--- src/rtl/ahb_slave_ctrl.sv ---
// AHB-Lite slave-side sequencer: captures the address phase, builds byte
// strobes, stalls the bus until the req/ack backend completes, and returns
// the two-cycle ERROR response on misalignment, backend error or timeout.
module ahb_slave_ctrl #(
    parameter int ADDR_WIDTH = 32,
    parameter int DATA_WIDTH = 32,
    parameter int TIMEOUT    = 16
) (
    input  logic                    clk,
    input  logic                    rstn,
    input  logic                    sel,
    input  logic [ADDR_WIDTH-1:0]   addr,
    input  logic [1:0]              trans,
    input  logic                    write,
    input  logic [2:0]              size,
    input  logic [DATA_WIDTH-1:0]   wdata,
    input  logic                    ready_in,
    output logic                    ready,
    output logic                    slave_error,
    output logic [DATA_WIDTH-1:0]   rdata,
    output logic                    bk_req,
    output logic                    bk_write,
    output logic [ADDR_WIDTH-1:0]   bk_addr,
    output logic [DATA_WIDTH-1:0]   bk_wdata,
    output logic [DATA_WIDTH/8-1:0] bk_strb,
    input  logic                    bk_ack,
    input  logic [DATA_WIDTH-1:0]   bk_rdata,
    input  logic                    bk_err,
    output logic [7:0]              err_cnt
);
    localparam int NB   = DATA_WIDTH / 8;
    localparam int OFFW = $clog2(NB);
    localparam int CW   = $clog2(TIMEOUT);

    typedef enum logic [1:0] {S_IDLE, S_ACCESS, S_ERR1, S_ERR2} state_t;

    typedef struct packed {
        logic [ADDR_WIDTH-1:0] addr;
        logic                  write;
        logic [NB-1:0]         strb;
    } req_t;

    state_t        state;
    req_t          req_q;
    logic [CW-1:0] wcnt;

    logic            accept;
    logic            misaligned;
    logic [7:0]      span_m1;
    logic [OFFW-1:0] offset;
    logic [NB-1:0]   strb_c;
    logic            htrans_active;

    // Byte lane span and alignment of the incoming address phase
    always_comb begin
        span_m1    = 8'((9'd1 << size) - 9'd1);
        offset     = addr[OFFW-1:0];
        misaligned = (size > 3'(OFFW)) || ((offset & span_m1[OFFW-1:0]) != '0);
        strb_c     = '0;
        for (int b = 0; b < NB; b++)
            strb_c[b] = (b >= int'(offset)) && (b <= int'(offset) + int'(span_m1));
    end

    // Bus-side response decoded from the state; ACCESS completes on a clean ack
    always_comb begin
        ready       = 1'b1;
        slave_error = 1'b0;
        rdata       = '0;
        case (state)
            S_ACCESS: begin
                ready = bk_ack & ~bk_err;
                if (bk_ack && !req_q.write) rdata = bk_rdata;
            end
            S_ERR1: begin
                ready       = 1'b0;
                slave_error = 1'b1;
            end
            S_ERR2: slave_error = 1'b1;
            default: ;
        endcase
        htrans_active = (trans == 2'b10) || (trans == 2'b11);
        accept        = sel & ready_in & htrans_active & ready;
    end

    assign bk_req   = (state == S_ACCESS);
    assign bk_write = req_q.write;
    assign bk_addr  = req_q.addr;
    assign bk_strb  = req_q.strb;
    assign bk_wdata = (state == S_ACCESS) ? wdata : '0;

    // Transfer sequencing, wait counter and saturating error counter
    always_ff @(posedge clk or negedge rstn) begin
        if (!rstn) begin
            state   <= S_IDLE;
            req_q   <= '0;
            wcnt    <= '0;
            err_cnt <= '0;
        end else begin
            if (state == S_ERR2 && err_cnt != 8'hFF)
                err_cnt <= err_cnt + 8'd1;

            case (state)
                S_ACCESS: begin
                    if (bk_ack && bk_err)
                        state <= S_ERR1;
                    else if (bk_ack)
                        state <= S_IDLE;
                    else if (wcnt == CW'(TIMEOUT - 1))
                        state <= S_ERR1;   // late acks land in ERR1 and are ignored
                    else
                        wcnt <= wcnt + 1'b1;
                end
                S_ERR1:  state <= S_ERR2;
                S_ERR2:  state <= S_IDLE;
                default: state <= S_IDLE;
            endcase

            // A new address phase overrides the completion transition above
            if (accept) begin
                req_q.addr  <= addr;
                req_q.write <= write;
                req_q.strb  <= strb_c;
                wcnt        <= '0;
                state       <= misaligned ? S_ERR1 : S_ACCESS;
            end
        end
    end
endmodule

--- config.mk ---
export PLATFORM = sky130hd
export DESIGN_NAME = ahb_slave_ctrl
export DESIGN_NICKNAME = d
export VERILOG_FILES = /design/src/rtl/ahb_slave_ctrl.sv
export SDC_FILE = /design/constraint.sdc
export NUM_CORES = 1
export LEC_CHECK = 0
export ABC_AREA = 1
export CAP_MARGIN = 20
export CORE_AREA = 2 2 86 88
export DETAILED_ROUTE_END_ITERATION = 8
export DIE_AREA = 0 0 88 90
export DONT_BUFFER_PORTS = 1
export GPL_ROUTABILITY_DRIVEN = 1
export PLACE_DENSITY = 0.68
export SLEW_MARGIN = 10
export SYNTH_ARGS = -nofsm -noshare
export SYNTH_HDL_FRONTEND = slang
export SYNTH_SLANG_ARGS = --single-unit
--- constraint.sdc ---
create_clock -name clk -period 1.31 [get_ports clk]
set_input_delay 0.131 -clock clk [delete_from_list [all_inputs] [get_ports clk]]
set_output_delay 0.131 -clock clk [all_outputs]
set_load 0.05 [all_outputs]
==> results.toml <==
[run_status]
outcome = "complete, but fails checks"
violations = "hold timing, setup timing"

[power_and_ir_drop]
switching_power_mw = 6.73
intPower_mw = 5.24
power_frac_seq = 0.344
clockPowerShare = 0.083
vdd_drop_max_uv = 1570
sw_frac_of_total = 0.562
leakage_nw = 3.00
cellPowerDensity_mw_per_mm2 = 1940
power_frac_comb = 0.573

[flow_run]
drv_cap = 0

[logic_synthesis]
synth_area_leaders = "dfrtp_1 (43%), nand2_1 (21%), inv_1 (11%)"
postSynthCellCount = 427
synth-seq-cells = 51
synth-edff-count = 0
synthTopCellsByCount = "nand2_1 (166), inv_1 (84), dfrtp_1 (51)"
postSynthAreaPerCell_um2 = 6.94
yosysWarnings = 0
synthesis.nets = 544
yosysSeqAreaShare = 0.431
ys_dominant_reg_cell = "dfrtp_1"
async_flop_share = 1.00
yosys.cell_count.top_type = "nand2_1"
ys_types = 31
yosysTopAreaCellShare = 0.431
syn_area_mm2 = 0.00296
synth_top_area_cell = "dfrtp_1"

[worst_setup_path]
slowest_delay_ns = 0.39
crit_slowest_cell = "dfrtp_1"
critPathBufInv = 5
required_ns = 1.18
reg2reg_to = "bk_addr[29]"
path_max_fanout = 8
r2r_cells = 10
critPathArrivalTime_ns = 1.72
critPathCaptureType = "output pin"
worst_setup_path_start_kind = "flip-flop"
critPathKind = "flip-flop to output pin"
crit_chain = "inv_2 > ha_4 > buf_8 > buf_12 > buf_16 > nand2_4 > clkinvlp_4"
rr_startpoint = "state[1]"
reg2reg_slack_ns = -0.51
cp_top_family = "buffers and inverters"

[floorplanning]
dieArea_mm2 = 0.00792
top_level_ports = 220
rows = 31
dieHeight_um = 90
die_w_um = 88
initial_core_util = 0.422
core_area_mm2 = 0.00702

[cts]
cts_made_buffers = 5
cts_max_path_buffers = 2
cts_sinks = 51
clk_transition_reported_paths_ns = 0.10
htree_levels = 2
root_buffer = "clkbuf_8"
tritoncts = "built"
worstSkewPairLatency_ns = 0.31

[detailed_routing]
avgRoutedWirePerCell_um = 20.3
routed_wirelength_mm = 13.6
drtIter0Drc = 119
dr_total_vias = 3378
drcViolationCount = 0
ant_nets = 0
drt_first_pass_iters = 4
routed_via_density = 5.06

[sta]
finalSetupViolations = 117
hold_slack_ns = -0.501
finClkSkew_ns = 0.00997
timing.final.crit_share = 1.41
report.final.slew_viol_count = 0
layout_min_cycle_time_ns = 1.85
fin_ws_ns = -0.544
finalHoldViolCount = 52
tightest_slew_ns = 0.564
max_freq_mhz = 539
maxSlewHeadroom = 0.624
rsz0062_at_grt = "yes"

[grt]
grt_remaining_overflow = 0
grt_max_degree = 52
grt_pass1_vias = 3328
grt_first_pass_wirelength_mm = 16.1
antenna_found_initial = 0
grt_util_all_layers = 0.263

[cells_and_area]
final_area_mm2 = 0.00616
area_growth_pct = 108
drive_gt1_frac = 0.555
n_antenna_cell = 0
final_nets = 684

[worst_hold_path]
hold_class = "input port to async pin"

[placement]
portBuffers = 0
hpwl_mm = 7.12
gp_congestion = 0.918
dpl-instance-area_mm2 = 0.00445
worst max path at each step:
stage / start / to / slack, ns / depth (start not counted)
after floorplan: state[0] / bk_strb[0] / -0.43 / 6
after global placement: size[2] / bk_strb[1] / -0.25 / 13
after detailed placement: size[2] / bk_strb[1] / -0.38 / 13
after CTS: state[1] / rdata[0] / -0.48 / 8
after global routing: state[1] / rdata[15] / -0.59 / 8
final: state[1] / bk_wdata[21] / -0.54 / 7
cell families after synthesis:
kind of cell,synth area share
flip-flops,0.431
AO/OA/AOI/OAI,0.0329
buffers and inverters,0.141
adder cells (fa/ha/maj),0.0405
AND/OR/NAND/NOR,0.331
XOR/XNOR,0.0236
power by group through the flow:
stage / sequential, mW / clock, mW / combinational, mW
2_1_floorplan: 4.68 / 0 / 2.82
3_3_place_gp: 3.99 / 0 / 4.64
3_5_place_dp: 3.99 / 0 / 4.76
4_1_cts: 3.98 / 0.986 / 5.55
5_1_grt: 4.17 / 1.07 / 7.16
6_report: 4.11 / 0.993 / 6.86
per-layer routing:
metal | vias up | global-route usage | wire (µm)
li1 | 1522 | - | -
met1 | 1629 | 0.266 | 4340
met2 | 175 | 0.509 | 7660
met3 | 52 | 0.0588 | 912
met4 | 0 | 0.0897 | 653
met5 | - | 0 | 0
metrics by stage:
step | instances | total power, mW | setup TNS, ns | setup WS (ns) | util
final | 667 | 12.0 | -54.16 | -0.544 | 0.878
after global routing | 667 | 12.4 | -59.71 | -0.595 | 0.878
after CTS | 645 | 10.5 | -43.84 | -0.477 | 0.760
after detailed placement | 588 | 8.75 | -20.44 | -0.375 | 0.634
after global placement | 588 | 8.63 | -17.45 | -0.247 | 0.634
after floorplan | 427 | 7.50 | -32.90 | -0.425 | -
repair_timing:
item	in CTS	in global routing
pin swaps	7	29
endpoints found under the setup margin	117	118
resized for setup	68	149
hold buffers	33	1
setup buffers	10	18
cloned	6	6
endpoints found under the hold margin	83	53
sequential cells by signal (all words and copies together) (netlist names):
signal / cells
bk_strb: 4
err_cnt: 8
bk_write: 1
bk_addr: 32
state: 2
wcnt: 4
cell type report:
class / instances / area, µm²
clock buffers: 6 / 82.6
clock inverters: 2 / 13.8
fillers: 309 / 857
flip-flops and latches: 51 / 1280
inverters: 88 / 480
repair buffers: 146 / 1990
multi-input cells: 275 / 2190
well taps: 99 / 124
cell usage in the layout (no fill, tap or decap), types with 3 or more instances in the layout:
cell type,netlist,routed
nand2_4,2,50
dfrtp_2,0,6
nand2_1,166,78
dlygate4sd3_1,0,34
nand3b_1,3,3
nand2_2,2,40
o21ai_1,2,6
ha_4,0,4
buf_6,1,18
buf_12,0,42
nand3_2,2,4
clkinvlp_4,0,32
nor2_4,0,37
clkbuf_8,0,6
nand3_1,11,8
nor3_1,3,3
clkbuf_16,0,5
inv_1,84,50
dfrtp_1,51,45
buf_16,0,5
ha_1,8,4
nor2_1,47,10
buf_8,0,4
nand2_8,0,3
buf_4,4,38
Power figures use the tool's default switching activity.
